===== config.mk =====
export PLATFORM = sky130hd
export DESIGN_NAME = mem_bus_arbiter
export DESIGN_NICKNAME = d
export VERILOG_FILES = /design/src/rtl/mem_bus_arbiter.sv
export SDC_FILE = /design/constraint.sdc
export NUM_CORES = 1
export LEC_CHECK = 0
export ABC_AREA = 1
export ABC_CLOCK_PERIOD_IN_PS = 1850
export BUFFER_PORTS_ARGS = -buffer_cell sky130_fd_sc_hd__buf_2
export CAP_MARGIN = 20
export CELL_PAD_IN_SITES_DETAIL_PLACEMENT = 1
export CELL_PAD_IN_SITES_GLOBAL_PLACEMENT = 1
export CORE_ASPECT_RATIO = 0.8
export CORE_MARGIN = 4
export CORE_UTILIZATION = 19
export DETAILED_ROUTE_END_ITERATION = 6
export PLACE_DENSITY_LB_ADDON = 0.2
export SLEW_MARGIN = 20
export SYNTH_ARGS = -nofsm -noshare
export SYNTH_HDL_FRONTEND = slang
export SYNTH_SLANG_ARGS = --single-unit

===== constraint.sdc =====
create_clock -name clk -period 1.85 [get_ports clk]
set_clock_uncertainty 0.2 [all_clocks]
set_input_delay 0 -clock clk [delete_from_list [all_inputs] [get_ports clk]]
set_output_delay 0 -clock clk [all_outputs]
set_load 0.01 [all_outputs]

===== src/rtl/mem_bus_arbiter.sv =====
// mem_bus_arbiter: shares one memory port between a CPU and a secondary (DMA) master.
//
// The CPU owns the bus by default. A DMA request is granted only at a CPU instruction
// boundary, or at any time while the CPU is halted. A one-cycle HOLD drain precedes the
// grant, and a one-cycle RELEASE follows it. After a release the CPU is owed one
// completed instruction before the next grant, unless the CPU is halted.
//
// Optional feature, macro ARB_TIMEOUT_EN: limits DMA ownership to TIMEOUT_CYCLES cycles,
// raises a sticky timeout_err, and blocks re-grant until dma_req has been seen low.
//
// Ports:
//   clk, reset                      clock, synchronous active-high reset
//   cpu_mem_*, cpu_instr_complete   CPU bus side, instruction-boundary pulse
//   cpu_halt, cpu_hold              CPU halted status / CPU freeze
//   dma_req, dma_gnt                secondary master request / grant
//   dma_address/read/write/wdata    secondary master bus side
//   dma_rdata, cpu_mem_data_in      read data (both always carry mem_rdata)
//   mem_*                           shared memory port
//   timeout_err                     sticky DMA timeout flag (0 without ARB_TIMEOUT_EN)
module mem_bus_arbiter #(
    parameter int unsigned ADDR_WIDTH     = 16,
    parameter int unsigned DATA_WIDTH     = 8,
    parameter int unsigned TIMEOUT_CYCLES = 256
) (
    input  logic                  clk,
    input  logic                  reset,
    input  logic [ADDR_WIDTH-1:0] cpu_mem_address,
    input  logic                  cpu_mem_read,
    input  logic                  cpu_mem_write,
    input  logic [DATA_WIDTH-1:0] cpu_mem_data_out,
    output logic [DATA_WIDTH-1:0] cpu_mem_data_in,
    input  logic                  cpu_instr_complete,
    input  logic                  cpu_halt,
    output logic                  cpu_hold,
    input  logic                  dma_req,
    output logic                  dma_gnt,
    input  logic [ADDR_WIDTH-1:0] dma_address,
    input  logic                  dma_read,
    input  logic                  dma_write,
    input  logic [DATA_WIDTH-1:0] dma_wdata,
    output logic [DATA_WIDTH-1:0] dma_rdata,
    output logic [ADDR_WIDTH-1:0] mem_address,
    output logic                  mem_read,
    output logic                  mem_write,
    output logic [DATA_WIDTH-1:0] mem_wdata,
    input  logic [DATA_WIDTH-1:0] mem_rdata,
    output logic                  timeout_err
);

    typedef enum logic [1:0] {
        StCpuOwn  = 2'd0,
        StHold    = 2'd1,
        StDmaOwn  = 2'd2,
        StRelease = 2'd3
    } state_e;

    state_e r_state, w_state_next;
    logic   r_owe_cpu, w_owe_cpu_next;
    logic   w_tmo_hit;   // DMA ownership limit reached this cycle
    logic   w_blocked;   // re-grant blocked after a timeout

`ifdef ARB_TIMEOUT_EN
    localparam int unsigned CntW = $clog2(TIMEOUT_CYCLES + 1);

    logic [CntW-1:0] r_tmo_cnt;
    logic            r_tmo_block;
    logic            r_timeout_err;

    // r_tmo_cnt holds the number of DMA_OWN cycles already completed, so the limit is
    // reached during the TIMEOUT_CYCLES-th owned cycle. A request dropped in that same
    // cycle is an ordinary release, not a timeout.
    assign w_tmo_hit = (r_state == StDmaOwn) && dma_req &&
                       (r_tmo_cnt == CntW'(TIMEOUT_CYCLES - 1));
    assign w_blocked   = r_tmo_block;
    assign timeout_err = r_timeout_err;

    always_ff @(posedge clk) begin
        if (reset) begin
            r_tmo_cnt     <= '0;
            r_tmo_block   <= 1'b0;
            r_timeout_err <= 1'b0;
        end else begin
            if (r_state == StDmaOwn) r_tmo_cnt <= r_tmo_cnt + CntW'(1);
            else                     r_tmo_cnt <= '0;
            if (w_tmo_hit)    r_tmo_block <= 1'b1;
            else if (!dma_req) r_tmo_block <= 1'b0;
            if (w_tmo_hit) r_timeout_err <= 1'b1;
        end
    end
`else
    assign w_tmo_hit   = 1'b0;
    assign w_blocked   = 1'b0;
    assign timeout_err = 1'b0;
`endif

    always_ff @(posedge clk) begin
        if (reset) begin
            r_state   <= StCpuOwn;
            r_owe_cpu <= 1'b0;
        end else begin
            r_state   <= w_state_next;
            r_owe_cpu <= w_owe_cpu_next;
        end
    end

    always_comb begin
        w_state_next   = r_state;
        w_owe_cpu_next = r_owe_cpu;
        case (r_state)
            StCpuOwn: begin
                if (cpu_instr_complete) w_owe_cpu_next = 1'b0;
                // A halted CPU has no instruction to finish, so the debt is ignored.
                if (dma_req && (cpu_halt || cpu_instr_complete) &&
                    (!r_owe_cpu || cpu_halt) && !w_blocked) begin
                    w_state_next = StHold;
                end
            end
            StHold:   w_state_next = dma_req ? StDmaOwn : StRelease;
            StDmaOwn: if (!dma_req || w_tmo_hit) w_state_next = StRelease;
            StRelease: begin
                w_state_next   = StCpuOwn;
                w_owe_cpu_next = 1'b1;
            end
            default:  w_state_next = StCpuOwn;
        endcase
    end

    // Bus steering. HOLD and RELEASE keep the CPU address/data on the bus but issue no
    // strobes. Read+write together from the owner is treated as a write.
    always_comb begin
        mem_address = cpu_mem_address;
        mem_wdata   = cpu_mem_data_out;
        mem_read    = 1'b0;
        mem_write   = 1'b0;
        cpu_hold    = 1'b1;
        dma_gnt     = 1'b0;
        case (r_state)
            StCpuOwn: begin
                cpu_hold  = 1'b0;
                mem_write = cpu_mem_write;
                mem_read  = cpu_mem_read & ~cpu_mem_write;
            end
            StDmaOwn: begin
                dma_gnt     = 1'b1;
                mem_address = dma_address;
                mem_wdata   = dma_wdata;
                mem_write   = dma_write;
                mem_read    = dma_read & ~dma_write;
            end
            default: ;
        endcase
    end

    assign cpu_mem_data_in = mem_rdata;
    assign dma_rdata       = mem_rdata;

endmodule

==> flow_metrics.env, run 1 <==
export IMPL_first_pass_iters=2
export IMPL_grt_pass1_vias=1096
export IMPL_gp_congestion=0.731
export IMPL_post_route_min_period_ns=1.75
export IMPL_dpl_cell_area_mm2=0.00124
export IMPL_syn_to_final_growth_pct=57.9
export IMPL_fin_area_mm2=0.00142
export IMPL_hp_class="in2out"
export IMPL_status="finished, final reports clean"
export IMPL_grt_max_degree=26
export IMPL_syn_area_um2=901
export IMPL_cts_sinks=3
export IMPL_ant_nets=0
export IMPL_multi_input_area_um2=601
export IMPL_fill_cells=600
export IMPL_p_int_uw=706
export IMPL_p_sw_share_pct=49.4
export IMPL_clockPowerShare_pct=13.4
export IMPL_rows=22
export IMPL_core_area_mm2=0.00460
export IMPL_fin_setup_tns_ns=0
export IMPL_synth_common_cells="61 x nand2_1, 20 x nand2_4, 19 x buf_4, 8 x inv_1"
export IMPL_drtIter0Drc=14
export IMPL_clock_latency_ns=0.21
export IMPL_critPathArrivalTime_ns=1.55
export IMPL_synth_edf_count=0
export IMPL_critPathLaunchType="flop"
export IMPL_reg2reg_depth=7
export IMPL_postSynth_asyncResetShare_pct=0
export IMPL_vdd_drop_max_uv=574
export IMPL_yosysTopAreaCell="nand2_1"
export IMPL_final_cells=280
export IMPL_gr_usage_all_layers_pct=9.91
export IMPL_wl_per_cell_um=11.1
export IMPL_worst_setup_path_end_kind="output pin"
export IMPL_slew_viol_final=0
export IMPL_synth_ff_type="dfxtp_1"
export IMPL_cap_violations=0
export IMPL_dp_cells=264
export IMPL_seq_power_share_pct=7.6
export IMPL_seq_area_frac_synth_pct=6.67
export IMPL_die_area_mm2=0.00591
export IMPL_layout_drive_gt1_share_pct=52.7
export IMPL_ys_types=17
export IMPL_clk_pin_slew_worst_paths_ns=0.03
export IMPL_start_util_pct=19.6
export IMPL_yosys_area_top_type_share_pct=25.4
export IMPL_grt_overflow=0
export IMPL_synth_cells=139
export IMPL_critPathMaxFanout=13
export IMPL_routed_wl_mm=3.10
export IMPL_vias=1075
export IMPL_cellLeakagePower_uw=0.000849
export IMPL_finalSetupViolCount=0
export IMPL_grt_pass1_wl_mm=4.91
export IMPL_whs_ns=0.0720
export IMPL_antenna_cells=0
export IMPL_synth_area_top_cells="nand2_1 25%, nand2_4 25%, buf_4 16%, ha_1 6.9%, dfxtp_1 6.7%"
export IMPL_syn_nets=209
export IMPL_die_w_um=85.0
export IMPL_rsz0062_at_grt="false"
export IMPL_synth_seq_cells=3
export IMPL_critPathKind="reg2out"
export IMPL_period_share_pct=94.7
export IMPL_power_switching_uw=691
export IMPL_vias_per_cell=3.84
export IMPL_h_tree_depth=1
export IMPL_clk_path_buf_depth=2
export IMPL_min_path_cells=4
export IMPL_synth_most_common_cell="nand2_1"
export IMPL_io_pins=110
export IMPL_p_per_area_mw_per_mm2=982
export IMPL_max_freq_mhz=570
export IMPL_antenna_found_initial=0
export IMPL_cp_required_ns=1.65
export IMPL_cts_tree="yes"
export IMPL_ys_warn_count=0
export IMPL_drc=0
export IMPL_seqCellArea_um2=60.1
export IMPL_cts_root_buf="clkbuf_8"
export IMPL_finalHoldViolCount=0
export IMPL_chipHeight_um=69.6
export IMPL_synth_avg_cell_area_um2=6.48
export IMPL_finalNetCount=291
export IMPL_cts_buffers=3
export IMPL_power_frac_comb_pct=79.0
export IMPL_io_buffers=84
export IMPL_hpwl_mm=2.44
[power by group through the flow]
stage	registers (µW)	clock network (µW)	logic (µW)
finish	106	188	1100
global route	109	200	1250
CTS	107	194	1110
detailed placement	107	0	1040
global placement	107	0	1050
floorplan	106	0	760
[through the flow]
step	setup slack, ns	util [%]	total power (µW)
after CTS	0.00363	30.7	1410
final	0.0971	30.9	1400
after global routing	0.0171	30.9	1560
after global placement	0.236	26.9	1160
after floorplan	0.422	-	865
after detailed placement	0.240	26.9	1150
[metal layers]
metal	share of wire, %	global-route usage [%]
met3	9.3	2.73
met2	49	17.3
met5	0	0
met1	40	11.8
met4	1.3	2.64
[area by class of cell]
cell class	count	share of cell area (%)
repair inverters	1	0.616
flip-flops and latches	3	4.22
multi-input cells	103	42.2
well taps	60	5.28
clock buffers	4	3.17
repair buffers	98	39.8
inverters	11	4.75
[path summary, 6_finish.rpt]
kind                                           from      endpoint  slack (ns)
worst max register to register           r_state[0]    r_state[1]        0.30
worst min register to register            r_owe_cpu     r_owe_cpu        0.27
worst max-delay path                     r_state[0]     mem_write         0.1
worst min-delay path            cpu_mem_data_out[0]  mem_wdata[0]        0.07
[kinds of logic after synthesis]
group | synth area share [%]
flops | 6.67
compound gates | 3.47
buf+inv | 26.9
fa+ha+maj | 6.94
other cells | 0.416
simple gates | 55.6
[sequential cells by signal (all words and copies together), names as in the netlist]
signal,flops
r_owe_cpu,1
r_state,2
[worst max-delay path, cell delays in order, from the launching register on]
cell and delay (ns):
dfxtp_1 0.34, inv_1 0.14, ha_2 0.31, bufinv_16 0.24
o22ai_1 0.16, buf_2 0.15
[cells in the final DEF (no fill, tap or decap), types with 3 or more instances in the layout]
cell type      Yosys  layout
inv_1              8       8
nand2_1           61      61
buf_2              0      84
nand3_1            5       5
nand2_4           20      20
clkbuf_8           0       3
dlygate4sd3_1      0      11
ha_1               5       4
nor2_1             4       4
a21oi_1            3       3
dfxtp_1            3       3
[timing repair]
action	4_1_cts	5_1_grt
gates cloned	0	1
resized for setup	1	1
setup endpoints to repair	2	25
endpoints found under the hold margin	19	0
hold buffers	11	0
buffers inserted	0	0
(Power assumes the default switching activity.)
==> run 2, diff against run 1 <==
--- a/config.mk
+++ b/config.mk
@@ -6,7 +6,7 @@
 export NUM_CORES = 1
 export LEC_CHECK = 0
 export ABC_AREA = 1
-export ABC_CLOCK_PERIOD_IN_PS = 1850
+export ABC_CLOCK_PERIOD_IN_PS = 1900
 export BUFFER_PORTS_ARGS = -buffer_cell sky130_fd_sc_hd__buf_2
 export CAP_MARGIN = 20
 export CELL_PAD_IN_SITES_DETAIL_PLACEMENT = 1
==> constraint.sdc (replaced) <==
create_clock -name clk -period 1.9 [get_ports clk]
set_clock_uncertainty 0.2 [all_clocks]
set_input_delay 0 -clock clk [delete_from_list [all_inputs] [get_ports clk]]
set_output_delay 0 -clock clk [all_outputs]
set_load 0.01 [all_outputs]
==> flow_metrics.env, run 2 (same netlist as run 1, synthesis figures left out) <==
export IMPL_gr_usage_all_layers_pct=9.91
export IMPL_cts_setup_buffers=0
export IMPL_ant_nets=0
export IMPL_h_tree_depth=1
export IMPL_antenna_found_initial=0
export IMPL_gp_congestion=0.735
export IMPL_post_route_min_period_ns=1.71
export IMPL_routed_wl_mm=3.07
export IMPL_drtIter0Drc=8
export IMPL_clk_pin_slew_worst_paths_ns=0.03
export IMPL_critPathLaunchType="flop"
export IMPL_final_cell_mix="84 x buf_2, 61 x nand2_1, 20 x nand2_4, 11 x dlygate4sd3_1, 8 x inv_1"
export IMPL_grt_max_degree=26
export IMPL_grt_overflow=0
export IMPL_critPathKind="reg2out"
export IMPL_syn_to_final_growth_pct=55.6
export IMPL_finalSetupViolCount=0
export IMPL_core_area_mm2=0.00460
export IMPL_cts_root_buf="clkbuf_8"
export IMPL_fill_cells=639
export IMPL_final_common_cell="buf_2"
export IMPL_wl_per_cell_um=11.0
export IMPL_reg_top3="r_state (2), r_owe_cpu (1)"
export IMPL_period_share_pct=89.8
export IMPL_clk_path_buf_depth=2
export IMPL_worst_setup_path_end_kind="output pin"
export IMPL_io_buffers=84
export IMPL_cts_buffers=3
export IMPL_finalHoldViolCount=0
export IMPL_rsz0062_at_grt="false"
export IMPL_antenna_cells=0
export IMPL_slew_viol_final=0
export IMPL_chipHeight_um=69.6
export IMPL_critPathMaxFanout=14
export IMPL_die_w_um=85.0
export IMPL_largest_register_ffs=2
export IMPL_vias_per_cell=3.80
export IMPL_clock_latency_ns=0.22
export IMPL_cts_tree="yes"
export IMPL_first_pass_iters=2
export IMPL_vias=1059
export IMPL_layout_drive_gt1_share_pct=52.5
export IMPL_finalNetCount=290
export IMPL_rows=22
export IMPL_hp_class="in2out"
export IMPL_die_area_mm2=0.00591
export IMPL_cp_required_ns=1.70
export IMPL_hpwl_mm=2.51
export IMPL_p_per_area_mw_per_mm2=943
export IMPL_critPathArrivalTime_ns=1.51
export IMPL_grt_pass1_wl_mm=4.89
export IMPL_start_util_pct=19.6
export IMPL_cap_violations=0
export IMPL_max_freq_mhz=586
export IMPL_drc=0
export IMPL_vdd_drop_max_uv=473
export IMPL_power_total_uw=1320
export IMPL_grt_pass1_vias=1039
export IMPL_fin_setup_tns_ns=0
export IMPL_status="finished, final reports clean"
export IMPL_cts_sinks=3
export IMPL_top_register="r_state"
export IMPL_io_pins=110
export IMPL_cellLeakagePower_uw=0.000840
## run 2: cell count changes in the layout (fill, tap and decap cells not counted), sizes merged
cell and delta:
bufinv -1
## run 2: worst paths after layout
| path | startpoint | end | slack, ns | cells past startpoint |
|---|---|---|---|---|
| setup reg to reg | r_state[1] | r_state[0] | 0.46 | 9 |
| hold reg to reg | r_owe_cpu | r_owe_cpu | 0.28 | 2 |
| hold / removal | cpu_mem_data_out[0] | mem_wdata[0] | 0.08 | 4 |
| setup / recovery | r_state[0] | mem_wdata[3] | 0.19 | 6 |
## run 2: timing repair
action	CTS	global route
endpoints found under the hold margin	19	0
hold buffers	11	0
setup endpoints to repair	14	10
gates resized for setup	1	3
pin swaps	0	0
## run 2: routing by layer
| layer | part of all wire [%] | vias up | GRT usage [%] |
|---|---|---|---|
| li1 | - | 556 | - |
| met1 | 43 | 451 | 12.9 |
| met2 | 48 | 50 | 16.6 |
| met3 | 8.7 | 2 | 1.90 |
| met4 | 0.33 | 0 | 2.46 |
| met5 | 0 | - | 0 |
## run 2: power by group
| part | internal, µW | switching (µW) |
|---|---|---|
| clock | 143 | 43.4 |
| combinational | 412 | 618 |
| sequential | 84.3 | 20.6 |
## run 2: cell type report
| type | count | area, µm² | area share (%) |
|---|---|---|---|
| Multi-Input combinational cell | 103 | 611 | 43.6 |
| Timing Repair Buffer | 98 | 553 | 39.5 |
| Tap cell | 60 | 75.1 | 5.36 |
| Sequential cell | 3 | 60.1 | 4.29 |
| Inverter | 11 | 57.6 | 4.11 |
| Clock buffer | 4 | 45.0 | 3.21 |
## run 2: critical path, cell delays in order (launching register included)
cell and delay, ns:
dfxtp_1 0.34, inv_1 0.17, ha_4 0.27, buf_4 0.24, nand2_1 0.07, nand2_1 0.07
buf_2 0.13
## run 2: per-stage QoR
stage	utilization, %	worst slack [ns]	area, µm²	hold slack (ns)	instances
3_3_place_gp	26.6	0.259	1220	-0.200	264
4_1_cts	30.1	0.0860	1380	0.0822	279
3_5_place_dp	26.6	0.200	1220	-0.200	264
2_1_floorplan	-	0.472	901	-0.131	139
6_report	30.5	0.194	1400	0.0791	279
5_1_grt	30.5	0.0243	1400	0.105	279
==> run 3, diff against run 2 <==
--- a/config.mk
+++ b/config.mk
@@ -5,7 +5,6 @@
 export SDC_FILE = /design/constraint.sdc
 export NUM_CORES = 1
 export LEC_CHECK = 0
-export ABC_AREA = 1
 export ABC_CLOCK_PERIOD_IN_PS = 1900
 export BUFFER_PORTS_ARGS = -buffer_cell sky130_fd_sc_hd__buf_2
 export CAP_MARGIN = 20
@@ -13,7 +12,7 @@
 export CELL_PAD_IN_SITES_GLOBAL_PLACEMENT = 1
 export CORE_ASPECT_RATIO = 0.8
 export CORE_MARGIN = 4
-export CORE_UTILIZATION = 19
+export CORE_UTILIZATION = 17
 export DETAILED_ROUTE_END_ITERATION = 6
 export PLACE_DENSITY_LB_ADDON = 0.2
 export SLEW_MARGIN = 20
==> flow_metrics.env, run 3 <==
export IMPL_reg_top3="r_state (2), r_owe_cpu (1)"
export IMPL_ys_types=22
export IMPL_clk_path_buf_depth=2
export IMPL_synth_avg_cell_area_um2=9.18
export IMPL_violations="hold timing"
export IMPL_grt_pass1_vias=869
export IMPL_drc=0
export IMPL_slew_viol_final=0
export IMPL_yosys_area_top_type_share_pct=39.8
export IMPL_hp_class="in2reg"
export IMPL_finalHoldViolCount=1
export IMPL_pre_cts_ws_ns=0.132
export IMPL_vdd_drop_max_uv=748
export IMPL_die_w_um=78.7
export IMPL_grt_overflow=0
export IMPL_vias_per_cell=3.96
export IMPL_cts_setup_buffers=0
export IMPL_max_freq_mhz=567
export IMPL_cts_sinks=3
export IMPL_syn_to_final_growth_pct=75.1
export IMPL_gp_congestion=0.660
export IMPL_whs_ns=-0.00586
export IMPL_rsz0062_at_grt="false"
export IMPL_cp_required_ns=1.70
export IMPL_critPathKind="reg2out"
export IMPL_vias=827
export IMPL_finalWorstSetupSlack_ns=0.137
export IMPL_finalSetupViolCount=0
export IMPL_ant_nets=0
export IMPL_final_common_cell="buf_2"
export IMPL_wl_per_cell_um=12.3
export IMPL_syn_area_um2=679
export IMPL_synth_area_top_cells="mux2_2 40%, buf_4 19%, ha_1 9.2%, dfxtp_1 8.8%, mux2i_1 2.9%"
export IMPL_ys_warn_count=0
export IMPL_hpwl_mm=2.17
export IMPL_largest_register_ffs=2
export IMPL_crit_path_top_delay_cell="mux2_2"
export IMPL_postSynth_asyncResetShare_pct=0
export IMPL_cap_violations=0
export IMPL_power_total_uw=1210
export IMPL_die_area_mm2=0.00508
export IMPL_post_route_min_period_ns=1.76
export IMPL_top_register="r_state"
export IMPL_synth_ff_type="dfxtp_1"
export IMPL_core_area_mm2=0.00383
export IMPL_gr_usage_all_layers_pct=9.30
export IMPL_clock_latency_ns=0.21
export IMPL_max_stage_delay_ns=0.36
export IMPL_layout_drive_gt1_share_pct=76.0
export IMPL_cts_root_buf="clkbuf_8"
export IMPL_critPathArrivalTime_ns=1.56
export IMPL_dpl_cell_area_mm2=0.00103
export IMPL_fin_area_mm2=0.00119
export IMPL_cts_buffers=3
export IMPL_yosysTopAreaCell="mux2_2"
export IMPL_routed_wl_mm=2.58
export IMPL_period_share_pct=92.8
export IMPL_antenna_found_initial=0
export IMPL_finalNetCount=225
export IMPL_cp_buffers_inverters=3
export IMPL_synth_edf_count=0
export IMPL_first_pass_iters=2
export IMPL_antenna_cells=0
export IMPL_fin_setup_tns_ns=0
export IMPL_cellLeakagePower_uw=0.000626
export IMPL_grt_max_degree=17
export IMPL_status="finished, violations left"
export IMPL_grt_pass1_wl_mm=3.97
export IMPL_synth_most_common_cell="mux2_2"
export IMPL_io_pins=110
export IMPL_synth_common_cells="24 x mux2_2, 17 x buf_4, 5 x ha_1, 3 x dfxtp_1, 3 x inv_1"
export IMPL_clk_pin_slew_worst_paths_ns=0.03
export IMPL_path_cells="inv_2 -> ha_2 -> buf_6 -> mux2_2 -> buf_2"
export IMPL_syn_nets=144
export IMPL_io_buffers=84
export IMPL_start_util_pct=17.7
export IMPL_h_tree_depth=1
export IMPL_p_per_area_mw_per_mm2=1010
export IMPL_critPathMaxFanout=16
export IMPL_synth_seq_cells=3
export IMPL_rows=20
export IMPL_fill_cells=486
export IMPL_cts_tree="yes"
export IMPL_utilization_pct=31.1
export IMPL_worst_setup_path_end_kind="output pin"
export IMPL_synth_cells=74
export IMPL_critPathLaunchType="flop"
export IMPL_final_cell_mix="84 x buf_2, 24 x mux2_2, 10 x dlygate4sd3_1, 4 x ha_1"
export IMPL_critPathTopFamily="buffers and inverters"
export IMPL_seq_area_frac_synth_pct=8.84
export IMPL_drtIter0Drc=8
export IMPL_chipHeight_um=64.5
run 3: logic make-up (layout without fill, tap and decap cells):
| logic type | Yosys count | count (layout) | share of synthesized area, % |
|---|---|---|---|
| AND/OR/NAND/NOR | 9 | 9 | 7.18 |
| AO/OA/AOI/OAI | 6 | 6 | 7.37 |
| flip-flops | 3 | 3 | 8.84 |
| multiplexers | 26 | 26 | 42.7 |
| buffers and inverters | 24 | 104 | 24.1 |
| adder cells (fa/ha/maj) | 5 | 5 | 9.21 |
| other | 1 | 1 | 0.552 |
run 3: stage by stage:
stage               cells  hold WS, ns
finish                209     -0.00586
global route          209       0.0246
CTS                   209      0.00243
detailed placement    195       -0.200
global placement      195       -0.200
floorplan              74       -0.134
run 3: path summary, 6_finish.rpt:
check / from / endpoint / slack (ns) / cells past startpoint
max reg2reg: r_state[1] / r_state[0] / 0.14 / 6
min reg2reg: r_owe_cpu / r_owe_cpu / 0.33 / 2
min: cpu_halt / r_state[0] / -0.006 / 3
max: r_state[0] / mem_wdata[2] / 0.14 / 5
run 3: layer usage:
metal / global-route usage (%) / routed length [µm] / up-vias
li1: - / - / 399
met1: 9.95 / 907 / 374
met2: 17.6 / 1310 / 54
met3: 4.44 / 360 / 0
met4: 0 / 0 / 0
met5: 0 / 0 / -
run 3: area by class of cell:
| cell class | count | area, µm² | area share, % |
|---|---|---|---|
| inverters | 4 | 15.0 | 1.26 |
| multi-input cells | 47 | 458 | 38.5 |
| flip-flops and latches | 3 | 60.1 | 5.05 |
| well taps | 55 | 68.8 | 5.78 |
| repair buffers | 96 | 543 | 45.6 |
| clock buffers | 4 | 45.0 | 3.79 |
run 3: tightest hold or removal path: stages:
cell and delay (ns):
buf_2 0.07, o31a_1 0.20, a221oi_2 0.08
run 3: power breakdown:
group          total (µW)  switching [µW]  internal (µW)
registers             112            26.6           85.5
clock network         180            37.7            143
logic                 913             443            470
run 3: what timing repair did:
| item | CTS | global route |
|---|---|---|
| setup endpoints to repair | 0 | 25 |
| hold buffers | 10 | 0 |
| hold endpoints to repair | 19 | 0 |
| resized for setup | 0 | 4 |
